`config.mk`:
```
export PLATFORM = sky130hd
export DESIGN_NAME = dm_port_arbiter
export DESIGN_NICKNAME = d
export VERILOG_FILES = /design/src/rtl/dm_arb_pkg.sv /design/src/rtl/dm_starve_counter.sv /design/src/rtl/dm_port_arbiter.sv
export SDC_FILE = /design/constraint.sdc
export NUM_CORES = 1
export LEC_CHECK = 0
export ABC_AREA = 1
export BUFFER_PORTS_ARGS = -buffer_cell sky130_fd_sc_hd__buf_2
export CAP_MARGIN = 15
export CORE_MARGIN = 10
export CORE_UTILIZATION = 38
export CTS_CLUSTER_SIZE = 25
export DETAILED_ROUTE_END_ITERATION = 16
export PLACE_DENSITY = 0.82
export SYNTH_ARGS = -nofsm -noshare
export SYNTH_HDL_FRONTEND = slang
export SYNTH_SLANG_ARGS = --single-unit
```
`constraint.sdc`:
```
create_clock -name i_clk -period 1.71 [get_ports i_clk]
set_input_delay 0.171 -clock i_clk [delete_from_list [all_inputs] [get_ports i_clk]]
set_output_delay 0.171 -clock i_clk [all_outputs]
set_load 0.005 [all_outputs]
```
`src/rtl/dm_arb_pkg.sv`:
```
// Shared types and default widths for the data-memory port arbiter.
package dm_arb_pkg;
  localparam int DEF_AW           = 8;
  localparam int DEF_DW           = 8;
  localparam int DEF_STARVE_LIMIT = 4;

  typedef enum logic [1:0] {IDLE, RD, RSP} state_t;
  typedef enum logic {OWN_CORE, OWN_LDR} owner_t;
endpackage

```
`src/rtl/dm_starve_counter.sv`:
```
// Counts consecutive core grants taken while the loader waits; at_limit hands
// the next contested grant to the loader.
module dm_starve_counter #(
  parameter int STARVE_LIMIT = 4
) (
  input  logic i_clk,
  input  logic i_rst_n,
  input  logic i_core_gnt,
  input  logic i_ldr_gnt,
  input  logic i_l_req,
  output logic o_at_limit
);
  localparam int CW = $clog2(STARVE_LIMIT + 1);
  localparam logic [CW-1:0] LIMIT = CW'(STARVE_LIMIT);

  logic [CW-1:0] r_cnt;

  always_ff @(posedge i_clk or negedge i_rst_n) begin
    if (!i_rst_n) begin
      r_cnt <= '0;
    end else if (!i_l_req || i_ldr_gnt) begin
      r_cnt <= '0;
    end else if (i_core_gnt && (r_cnt != LIMIT)) begin
      r_cnt <= r_cnt + CW'(1);
    end
  end

  assign o_at_limit = (r_cnt == LIMIT);
endmodule

```
`src/rtl/dm_port_arbiter.sv`:
```
// Shares the single-port data memory between the core and the loader port.
// Core has priority; the starvation counter forces periodic loader grants.
//
// state | meaning
// IDLE  | arbitrate; a granted write stays here, a granted read goes to RD
// RD    | memory read in progress, no grant; capture mem_rdata into rdata
// RSP   | pulse owner's rvalid and arbitrate again as in IDLE
module dm_port_arbiter
  import dm_arb_pkg::*;
#(
  parameter int AW           = DEF_AW,
  parameter int DW           = DEF_DW,
  parameter int STARVE_LIMIT = DEF_STARVE_LIMIT
) (
  input  logic          i_clk,
  input  logic          i_rst_n,
  input  logic          i_c_req,
  input  logic          i_c_we,
  input  logic [AW-1:0] i_c_addr,
  input  logic [DW-1:0] i_c_wdata,
  input  logic          i_l_req,
  input  logic          i_l_we,
  input  logic [AW-1:0] i_l_addr,
  input  logic [DW-1:0] i_l_wdata,
  output logic          o_c_gnt,
  output logic          o_l_gnt,
  output logic          o_c_rvalid,
  output logic          o_l_rvalid,
  output logic [DW-1:0] o_rdata,
  output logic          o_mem_en,
  output logic          o_mem_we,
  output logic [AW-1:0] o_mem_addr,
  output logic [DW-1:0] o_mem_wdata,
  input  logic [DW-1:0] i_mem_rdata,
  output logic          o_busy
);
  state_t        r_state;
  state_t        w_state_nxt;
  owner_t        r_owner;
  logic [DW-1:0] r_rdata;
  logic          w_at_limit;
  logic          w_arb_ok;
  logic          w_c_win;
  logic          w_l_win;
  logic          w_win_we;
  logic          w_rd_grant;

  dm_starve_counter #(
    .STARVE_LIMIT(STARVE_LIMIT)
  ) u_starve (
    .i_clk      (i_clk),
    .i_rst_n    (i_rst_n),
    .i_core_gnt (w_c_win),
    .i_ldr_gnt  (w_l_win),
    .i_l_req    (i_l_req),
    .o_at_limit (w_at_limit)
  );

  // RSP arbitrates exactly like IDLE, so only RD blocks a grant.
  assign w_arb_ok   = (r_state != RD);
  assign w_c_win    = w_arb_ok & i_c_req & (~i_l_req | ~w_at_limit);
  assign w_l_win    = w_arb_ok & i_l_req & (~i_c_req | w_at_limit);
  assign w_win_we   = w_l_win ? i_l_we : i_c_we;
  assign w_rd_grant = (w_c_win | w_l_win) & ~w_win_we;

  always_ff @(posedge i_clk or negedge i_rst_n) begin
    if (!i_rst_n) begin
      r_state <= IDLE;
    end else begin
      r_state <= w_state_nxt;
    end
  end

  always_comb begin
    w_state_nxt = IDLE;
    unique case (r_state)
      IDLE, RSP: w_state_nxt = w_rd_grant ? RD : IDLE;
      RD:        w_state_nxt = RSP;
      default:   w_state_nxt = IDLE;
    endcase
  end

  always_ff @(posedge i_clk or negedge i_rst_n) begin
    if (!i_rst_n) begin
      r_owner <= OWN_CORE;
      r_rdata <= '0;
    end else begin
      if (w_rd_grant) begin
        r_owner <= w_l_win ? OWN_LDR : OWN_CORE;
      end
      if (r_state == RD) begin
        r_rdata <= i_mem_rdata;
      end
    end
  end

  always_comb begin
    o_c_gnt     = w_c_win;
    o_l_gnt     = w_l_win;
    o_mem_en    = w_c_win | w_l_win;
    o_mem_we    = (w_c_win | w_l_win) & w_win_we;
    o_mem_addr  = w_l_win ? i_l_addr : i_c_addr;
    o_mem_wdata = w_l_win ? i_l_wdata : i_c_wdata;
    o_c_rvalid  = (r_state == RSP) && (r_owner == OWN_CORE);
    o_l_rvalid  = (r_state == RSP) && (r_owner == OWN_LDR);
    o_rdata     = r_rdata;
    o_busy      = (r_state != IDLE) | w_c_win | w_l_win;
  end
endmodule

```
==> flow_summary.html, run 1 <==
<table>
<tr><th>Metric</th><th>Value</th></tr>
<tr><th colspan="2">STA</th></tr>
<tr><td>Worst rel slew slack</td><td>80.3%</td></tr>
<tr><td>Final Hold Fails</td><td>0</td></tr>
<tr><td>FMAX</td><td>588 MHz</td></tr>
<tr><td>Final setup fails</td><td>0</td></tr>
<tr><td>Max-slew violation count</td><td>0</td></tr>
<tr><td>Shortest clock period the worst path allows after layout</td><td>1.70 ns</td></tr>
<tr><td>Transition at the pin with the smallest max-transition slack</td><td>0.295 ns</td></tr>
<tr><td>Setup WS post-layout</td><td>0.0104 ns</td></tr>
<tr><td>Tcrit/Tclk final</td><td>99.4%</td></tr>
<tr><td>Setup repair after global routing missed its margin</td><td>yes</td></tr>
<tr><td>Final clock skew</td><td>0.00118 ns</td></tr>
<tr><th colspan="2">Power and ir drop</th></tr>
<tr><td>P per Cell Area</td><td>933 mW/mm2</td></tr>
<tr><td>Switching power</td><td>484 uW</td></tr>
<tr><td>Peak ir drop on the vdd network</td><td>681 uV</td></tr>
<tr><td>Internal cell power</td><td>869 uW</td></tr>
<tr><td>Sw Share</td><td>35.8%</td></tr>
<tr><td>Share of total power in sequential cells</td><td>37.5%</td></tr>
<tr><td>Portion of total power attributed to combinational logic</td><td>45.1%</td></tr>
<tr><td>Clock share of power</td><td>17.4%</td></tr>
<tr><td>Cell leakage power</td><td>0.000905 uW</td></tr>
<tr><th colspan="2">Drt</th></tr>
<tr><td>Detailed-routing iteration count for the pre-antenna-repair pass</td><td>4</td></tr>
<tr><td>Routed Wire Length</td><td>3220 um</td></tr>
<tr><td>Vias post-DR</td><td>1139</td></tr>
<tr><td>Average wire length per cell after detail routing</td><td>13.2 um</td></tr>
<tr><td>Detailed-route DRC error count</td><td>0</td></tr>
<tr><td>Residual antenna-violating net count after detailed routing</td><td>0</td></tr>
<tr><td>Number of vias per cell</td><td>4.67</td></tr>
<tr><td>Number of violations reported at the end of detailed-routing iteration 0</td><td>44</td></tr>
<tr><th colspan="2">Worst setup path</th></tr>
<tr><td>Master of the slowest instance on the critical path</td><td>sky130_fd_sc_hd__dfrtp_1</td></tr>
<tr><td>Path type of the worst setup path</td><td>reg -&gt; out</td></tr>
<tr><td>RR Startpoint</td><td>u_starve.r_cnt[1]</td></tr>
<tr><td>Critical path's top delay family</td><td>flip-flops</td></tr>
<tr><td>Data arrival, critical path</td><td>1.53 ns</td></tr>
<tr><td>Cell mode on critical path</td><td>sky130_fd_sc_hd__nand2_4</td></tr>
<tr><td>Maximum fanout count along the critical path</td><td>8</td></tr>
<tr><td>Element type at the critical path start</td><td>register</td></tr>
<tr><td>End of the worst register-to-register path</td><td>r_owner</td></tr>
<tr><td>Worst reg2reg setup slack</td><td>0.41 ns</td></tr>
<tr><td>Depth of the most critical reg-to-reg path</td><td>10</td></tr>
<tr><td>Type of destination of the critical path</td><td>primary output</td></tr>
<tr><td>Cell breakdown of the critical path</td><td>inv_2, ha_4, nand2_4, nand2_4, nand3_4, buf_6, nand2_2, nand2_1, buf_2</td></tr>
<tr><td>Maximum cell stage delay along the critical path</td><td>0.39 ns</td></tr>
<tr><td>Worst Path Buf+Inv</td><td>3</td></tr>
<tr><td>Data required time at the worst endpoint</td><td>1.54 ns</td></tr>
<tr><th colspan="2">Global routing</th></tr>
<tr><td>Vias in the first global route</td><td>1091</td></tr>
<tr><td>Largest net degree at the start of global routing</td><td>18</td></tr>
<tr><td>Number of antenna violations at the first check in global routing</td><td>0</td></tr>
<tr><td>Final global-route overflow total</td><td>0</td></tr>
<tr><td>GRT Resource Usage Total</td><td>12.9%</td></tr>
<tr><td>Global-route wire length before repair</td><td>5240 um</td></tr>
<tr><th colspan="2">CTS</th></tr>
<tr><td>Clock tree from TritonCTS</td><td>done</td></tr>
<tr><td>Clk Tree Root Cell</td><td>sky130_fd_sc_hd__clkbuf_4</td></tr>
<tr><td>Number of CTS-inserted buffers</td><td>3</td></tr>
<tr><td>Number of levels the H-tree was split into</td><td>1</td></tr>
<tr><td>Number of clock sinks seen by CTS</td><td>14</td></tr>
<tr><td>Insertion delay of the later-clocked pin in the worst-skew pair</td><td>0.28 ns</td></tr>
<tr><td>Clock transition at the registers of the reported paths</td><td>0.08 ns</td></tr>
<tr><td>Maximum root-to-sink buffer count</td><td>2</td></tr>
<tr><th colspan="2">Finish</th></tr>
<tr><td>NumNets Final</td><td>265</td></tr>
<tr><td>Share of the core filled with cells in the final layout</td><td>64.3%</td></tr>
<tr><td>Highest-count cells in the layout ignoring fill and taps</td><td>sky130_fd_sc_hd__buf_2, sky130_fd_sc_hd__nand2_1, sky130_fd_sc_hd__dfrtp_1</td></tr>
<tr><td>Synth-to-Final Area Change</td><td>58.5%</td></tr>
<tr><td>Count of antenna diodes in the layout</td><td>0</td></tr>
<tr><td>Most common cell after layout, fill and taps aside</td><td>sky130_fd_sc_hd__buf_2</td></tr>
<tr><td>Fraction of layout instances using a drive strength above 1</td><td>51.9%</td></tr>
<tr><td>Count of placed standard cells in the final layout, fillers left out</td><td>244</td></tr>
<tr><th colspan="2">Place</th></tr>
<tr><td>Placed instance count</td><td>231</td></tr>
<tr><td>Half-perimeter wire length after detailed placement</td><td>2610 um</td></tr>
<tr><td>Worst setup timing slack at the placement stage</td><td>0.123 ns</td></tr>
<tr><td>IO Port Bufs</td><td>76</td></tr>
<tr><td>Routability cong.</td><td>0.851</td></tr>
<tr><th colspan="2">Job</th></tr>
<tr><td>Maxcap violations</td><td>0</td></tr>
<tr><th colspan="2">Run status</th></tr>
<tr><td>Run status</td><td>completed</td></tr>
<tr><th colspan="2">Logic synthesis</th></tr>
<tr><td>Top-area cell type share of the netlist area</td><td>38.3%</td></tr>
<tr><td>Sequential fraction of the synthesis area</td><td>38.3%</td></tr>
<tr><td>Cells taking the most area after synthesis</td><td>sky130_fd_sc_hd__dfrtp_1, sky130_fd_sc_hd__nand2_1, sky130_fd_sc_hd__buf_6</td></tr>
<tr><td>Post-synthesis cell area</td><td>915 um2</td></tr>
<tr><td>Number of standard cells after synthesis</td><td>132</td></tr>
<tr><td>#FFs+latches synth</td><td>14</td></tr>
<tr><td>Number of warnings issued by yosys</td><td>0</td></tr>
<tr><td>Net Count, Synth</td><td>180</td></tr>
<tr><td>Syn Area/Cell</td><td>6.93 um2</td></tr>
<tr><td>Distinct cell type count after synthesis</td><td>22</td></tr>
<tr><td>Most area-hungry cell type in the Yosys netlist</td><td>sky130_fd_sc_hd__dfrtp_1</td></tr>
<tr><th colspan="2">Floorplanning</th></tr>
<tr><td>Total die area</td><td>0.00477 mm2</td></tr>
<tr><td>Core Area</td><td>0.00225 mm2</td></tr>
<tr><td>Overall die width</td><td>69.1 um</td></tr>
<tr><td>Die H</td><td>69.1 um</td></tr>
<tr><td>IO Count</td><td>77</td></tr>
<tr><td>Starting density of the core</td><td>40.6%</td></tr>
<tr><td>Row count</td><td>17</td></tr>
<tr><th colspan="2">Min path</th></tr>
<tr><td>Endpoint with the worst hold slack</td><td>o_rdata[4]</td></tr>
<tr><td>Worst hold path depth</td><td>3</td></tr>
<tr><td>HP Start</td><td>i_mem_rdata[4]</td></tr>
<tr><td>Class of the tightest hold or removal check</td><td>in -&gt; reg</td></tr>
</table>
## power by group through the flow
stage	logic, uW	registers (uW)	clock network, uW
global placement	503	512	0
global route	707	526	255
CTS	592	505	243
finish	610	507	235
floorplan	277	516	0
detailed placement	523	504	0
## cell usage after synthesis, drive strengths merged
cell    n
nand2  80
nor3    2
nand4   1
inv    11
buf     5
dfrtp  14
nand3   6
nor2    5
a21oi   4
and3    1
ha      2
o21ai   1
## flip-flops by register name, summed over array words and instances (netlist names)
signal,count
u_starve.r_cnt,3
o_rdata,8
r_state,2
r_owner,1
## kinds of logic (layout without fill, tap and decap cells)
| group | after synthesis | in the layout | synth area share [%] |
|---|---|---|---|
| AND/OR/NAND/NOR | 95 | 95 | 44.9 |
| flip-flops | 14 | 14 | 38.3 |
| adder cells (fa/ha/maj) | 2 | 2 | 2.74 |
| AO/OA/AOI/OAI | 5 | 5 | 3.97 |
| buffers and inverters | 16 | 100 | 10.1 |
## how the worst max path moves through the flow
| stage | from | to | slack [ns] | cells past startpoint |
|---|---|---|---|---|
| after floorplan | u_starve.r_cnt[0] | o_mem_addr[5] | 0.36 | 9 |
| after global placement | u_starve.r_cnt[0] | o_mem_wdata[7] | 0.16 | 9 |
| after detailed placement | u_starve.r_cnt[0] | o_mem_addr[2] | 0.12 | 9 |
| after CTS | u_starve.r_cnt[1] | o_mem_wdata[0] | 0.004 | 9 |
| after global routing | u_starve.r_cnt[1] | o_mem_addr[2] | -0.10 | 9 |
| final | u_starve.r_cnt[1] | o_mem_addr[3] | 0.01 | 9 |
## per-stage QoR
step | TNS (ns) | hold WS (ns) | power [uW] | instance area [um2]
after floorplan | 0 | -0.125 | 793 | 915
after global placement | 0 | 0.0731 | 1010 | 1280
after detailed placement | 0 | 0.0738 | 1030 | 1280
after CTS | 0 | 0.0671 | 1340 | 1410
after global routing | -1.32 | 0.0848 | 1490 | 1450
final | 0 | 0.0758 | 1350 | 1450
## per-layer routing
metal | vias up | wire length, um | track usage [%]
met4 | 0 | 35 | 3.33
met2 | 72 | 1280 | 18.0
met1 | 489 | 1470 | 17.2
li1 | 574 | - | -
met5 | - | 0 | 0
met3 | 4 | 424 | 5.85
## final cells by class
class                      instances  area [um2]
inverter                          11        51.3
timing repair buffer              85         458
tap                               28        35.0
multi-input combinational        102         519
sequential                        14         350
fill                             202         805
clock buffer                       4        36.3
## repair_timing
item	CTS	global route
setup buffers	7	1
hold buffers	1	0
endpoints found under the hold margin	14	0
resized for setup	9	11
pin swaps	1	4
endpoints found under the setup margin	18	17
## worst reg2reg max path: cells and delay by family, from the launching register on
kind / cells / cell delay, ns
fa+ha+maj: 1 / 0.13
flops: 1 / 0.39
simple gates: 7 / 0.49
buf+inv: 2 / 0.20
(Power assumes the default switching activity.)
==> inputs of run 2 (changes only) <==
--- a/config.mk
+++ b/config.mk
@@ -13,6 +13,7 @@
 export CTS_CLUSTER_SIZE = 25
 export DETAILED_ROUTE_END_ITERATION = 16
 export PLACE_DENSITY = 0.82
+export RECOVER_POWER = 25
 export SYNTH_ARGS = -nofsm -noshare
 export SYNTH_HDL_FRONTEND = slang
 export SYNTH_SLANG_ARGS = --single-unit
==> constraint.sdc (replaced) <==
create_clock -name i_clk -period 1.9 [get_ports i_clk]
set_input_delay 0.19 -clock i_clk [delete_from_list [all_inputs] [get_ports i_clk]]
set_output_delay 0.19 -clock i_clk [all_outputs]
set_load 0.005 [all_outputs]
==> run 2 against run 1 <==
Flip-flop and latch count is the same. Core utilization shrank 3.2 points. Clock skew is essentially flat. First-iteration DRC count grew 30%. Clock-buffer cell count shrank 1. Via count shrank 1.8%. Cell area shrank 4.9%. Global-route usage shrank 0.55 points. Combinational power shrank 21%. Non-clock buffer count shrank 2. Critical path type unchanged. Largest cell class unchanged. Highest routed layer is now met3.
==> flow_summary.html, run 2 (synthesis results as in run 1) <==
<table>
<tr><th>Metric</th><th>Value</th></tr>
<tr><th colspan="2">CTS</th></tr>
<tr><td>Clock tree from TritonCTS</td><td>done</td></tr>
<tr><td>Maximum root-to-sink buffer count</td><td>2 (unchanged)</td></tr>
<tr><td>Clk Tree Root Cell</td><td>sky130_fd_sc_hd__clkbuf_4</td></tr>
<tr><td>Clock transition at the registers of the reported paths</td><td>0.07 ns (about the same)</td></tr>
<tr><td>Number of levels the H-tree was split into</td><td>1 (unchanged)</td></tr>
<tr><td>Insertion delay of the later-clocked pin in the worst-skew pair</td><td>0.26 ns (-0.02 ns)</td></tr>
<tr><td>Number of CTS-inserted buffers</td><td>3 (unchanged)</td></tr>
<tr><td>Number of clock sinks seen by CTS</td><td>14 (unchanged)</td></tr>
<tr><th colspan="2">STA</th></tr>
<tr><td>Tcrit/Tclk final</td><td>93.7%</td></tr>
<tr><td>Final clock skew</td><td>0.00111 ns (-0.0000651 ns)</td></tr>
<tr><td>Worst rel slew slack</td><td>53.7% (-27 points)</td></tr>
<tr><td>Max-slew violation count</td><td>0 (unchanged)</td></tr>
<tr><td>Final setup fails</td><td>0 (unchanged)</td></tr>
<tr><td>FMAX</td><td>562 MHz</td></tr>
<tr><td>Final Hold Fails</td><td>0 (unchanged)</td></tr>
<tr><td>Transition at the pin with the smallest max-transition slack</td><td>0.695 ns (+0.400 ns)</td></tr>
<tr><td>Shortest clock period the worst path allows after layout</td><td>1.78 ns</td></tr>
<tr><td>Setup TNS after final layout</td><td>0 ns (unchanged)</td></tr>
<tr><th colspan="2">Finish</th></tr>
<tr><td>Number of flip-flops in the largest register</td><td>8 (unchanged)</td></tr>
<tr><td>NumNets Final</td><td>264 (-0.38%)</td></tr>
<tr><td>Synth-to-Final Area Change</td><td>50.8%</td></tr>
<tr><td>Share of the core filled with cells in the final layout</td><td>61.2% (-3.2 points)</td></tr>
<tr><td>Most common cell after layout, fill and taps aside</td><td>sky130_fd_sc_hd__nand2_1</td></tr>
<tr><td>Fraction of layout instances using a drive strength above 1</td><td>44.9% (-7.0 points)</td></tr>
<tr><td>Count of antenna diodes in the layout</td><td>0 (unchanged)</td></tr>
<tr><td>Highest-count cells in the layout ignoring fill and taps</td><td>sky130_fd_sc_hd__nand2_1, sky130_fd_sc_hd__buf_2, sky130_fd_sc_hd__dfrtp_1</td></tr>
<tr><th colspan="2">Worst setup path</th></tr>
<tr><td>Cell mode on critical path</td><td>sky130_fd_sc_hd__nand2_1</td></tr>
<tr><td>Worst Path Buf+Inv</td><td>3 (unchanged)</td></tr>
<tr><td>Logic depth of the worst setup path including buffers</td><td>9 (unchanged)</td></tr>
<tr><td>Depth of the most critical reg-to-reg path</td><td>10 (unchanged)</td></tr>
<tr><td>End of the worst register-to-register path</td><td>r_owner</td></tr>
<tr><td>Master of the slowest instance on the critical path</td><td>sky130_fd_sc_hd__dfrtp_1</td></tr>
<tr><td>Critical path's top delay family</td><td>flip-flops</td></tr>
<tr><td>Maximum cell stage delay along the critical path</td><td>0.41 ns (+0.02 ns)</td></tr>
<tr><td>Cell breakdown of the critical path</td><td>inv_1, ha_1, nand2_2, nand2_4, nand3_4, buf_4, nand2_1, nand2_1, buf_2</td></tr>
<tr><td>RR Startpoint</td><td>u_starve.r_cnt[0]</td></tr>
<tr><td>Data required time at the worst endpoint</td><td>1.71 ns (+0.17 ns)</td></tr>
<tr><td>Start point of the critical path</td><td>u_starve.r_cnt[0]</td></tr>
<tr><td>Type of destination of the critical path</td><td>primary output</td></tr>
<tr><td>Path type of the worst setup path</td><td>reg -&gt; out</td></tr>
<tr><td>Worst reg2reg setup slack</td><td>0.59 ns (+0.18 ns)</td></tr>
<tr><td>Element type at the critical path start</td><td>register</td></tr>
<tr><td>Data arrival, critical path</td><td>1.59 ns (+0.06 ns)</td></tr>
<tr><td>Maximum fanout count along the critical path</td><td>5 (-3)</td></tr>
<tr><td>Crit path to</td><td>o_mem_addr[4]</td></tr>
<tr><th colspan="2">Run status</th></tr>
<tr><td>Run status</td><td>completed</td></tr>
<tr><th colspan="2">Global routing</th></tr>
<tr><td>Number of antenna violations at the first check in global routing</td><td>0 (unchanged)</td></tr>
<tr><td>GRT Resource Usage Total</td><td>12.3% (-0.55 points)</td></tr>
<tr><td>Vias in the first global route</td><td>1072 (-1.7%)</td></tr>
<tr><td>Final global-route overflow total</td><td>0 (unchanged)</td></tr>
<tr><td>Global-route wire length before repair</td><td>5110 um (-2.5%)</td></tr>
<tr><td>Largest net degree at the start of global routing</td><td>20 (+2)</td></tr>
<tr><th colspan="2">Floorplanning</th></tr>
<tr><td>Row count</td><td>17 (unchanged)</td></tr>
<tr><td>IO Count</td><td>77 (unchanged)</td></tr>
<tr><td>Starting density of the core</td><td>40.6% (unchanged)</td></tr>
<tr><td>Overall die width</td><td>69.1 um (unchanged)</td></tr>
<tr><td>Core Area</td><td>0.00225 mm2 (unchanged)</td></tr>
<tr><td>Die H</td><td>69.1 um (unchanged)</td></tr>
<tr><td>Total die area</td><td>0.00477 mm2 (unchanged)</td></tr>
<tr><th colspan="2">Place</th></tr>
<tr><td>IO Port Bufs</td><td>76 (unchanged)</td></tr>
<tr><td>Half-perimeter wire length after detailed placement</td><td>2570 um (-1.4%)</td></tr>
<tr><td>Routability cong.</td><td>0.850 (-0.12%)</td></tr>
<tr><th colspan="2">Power and ir drop</th></tr>
<tr><td>Peak ir drop on the vdd network</td><td>576 uV (-16%)</td></tr>
<tr><td>P per Cell Area</td><td>794 mW/mm2 (-15%)</td></tr>
<tr><td>Cell leakage power</td><td>0.000875 uW (-3.3%)</td></tr>
<tr><td>Total Power Consumption</td><td>1090 uW (-19%)</td></tr>
<tr><th colspan="2">Job</th></tr>
<tr><td>Maxcap violations</td><td>0 (unchanged)</td></tr>
<tr><th colspan="2">Drt</th></tr>
<tr><td>Detailed-route DRC error count</td><td>0 (unchanged)</td></tr>
<tr><td>Residual antenna-violating net count after detailed routing</td><td>0 (unchanged)</td></tr>
<tr><td>Number of violations reported at the end of detailed-routing iteration 0</td><td>57 (+30%)</td></tr>
<tr><td>Number of vias per cell</td><td>4.62 (-0.94%)</td></tr>
<tr><td>Routed Wire Length</td><td>3140 um (-2.5%)</td></tr>
<tr><td>Detailed-routing iteration count for the pre-antenna-repair pass</td><td>4 (unchanged)</td></tr>
<tr><td>Average wire length per cell after detail routing</td><td>13.0 um (-1.7%)</td></tr>
<tr><td>Vias post-DR</td><td>1119 (-1.8%)</td></tr>
<tr><th colspan="2">Min path</th></tr>
<tr><td>Class of the tightest hold or removal check</td><td>in -&gt; reg</td></tr>
</table>
[run 2: layout make-up]
type / count / area (um2)
timing repair buffer: 83 / 438
inverter: 11 / 51.3
fill: 213 / 876
tap: 28 / 35.0
sequential: 14 / 350
multi-input combinational: 103 / 482
clock buffer: 3 / 22.5
[run 2: worst min-delay path by stage]
stage                    from         end  depth (start not counted)  slack (ns)
3_3_place_gp          i_rst_n  o_rdata[4]                          1        0.09
5_1_grt        i_mem_rdata[0]  o_rdata[0]                          3        0.12
4_1_cts        i_mem_rdata[0]  o_rdata[0]                          3        0.11
3_5_place_dp          i_rst_n  o_rdata[4]                          1        0.09
6_report       i_mem_rdata[4]  o_rdata[4]                          3        0.11
2_1_floorplan         i_rst_n  o_rdata[0]                          0       -0.11
[run 2: what timing repair did]
action / 4_1_cts / 5_1_grt
setup buffers: 0 / 6
endpoints found under the hold margin: 14 / 0
endpoints found under the setup margin: 5 / 18
gates cloned: 0 / 1
hold buffers: 1 / 0
gates resized for setup: 1 / 2
[run 2: metal layers]
layer	wire, um	part of all wire [%]	track usage [%]	vias up
met2	1230	39	16.9	74
met4	0	0	2.00	0
met1	1470	47	17.0	478
met3	446	14	5.99	0
li1	-	-	-	567
met5	0	0	0	-
[run 2: through the flow]
| step | std cells | hold slack, ns | area (um2) | setup slack (ns) |
|---|---|---|---|---|
| final | 242 | 0.114 | 1380 | 0.119 |
| after global routing | 242 | 0.122 | 1380 | -0.00478 |
| after CTS | 235 | 0.109 | 1320 | 0.0129 |
| after detailed placement | 231 | 0.0946 | 1280 | 0.290 |
| after global placement | 231 | 0.0922 | 1280 | 0.330 |
| after floorplan | 132 | -0.106 | 915 | 0.530 |
[run 2: worst min-delay path: stages]
cell and delay [ns]:
sky130_fd_sc_hd__buf_2 0.07, sky130_fd_sc_hd__nand2_1 0.04, sky130_fd_sc_hd__nand2_1 0.04
[run 2: report_power, final]
part	switching [uW]	total [uW]	internal (uW)
Sequential	61.4	458	397
Clock	80.9	154	73.1
Combinational	255	482	227
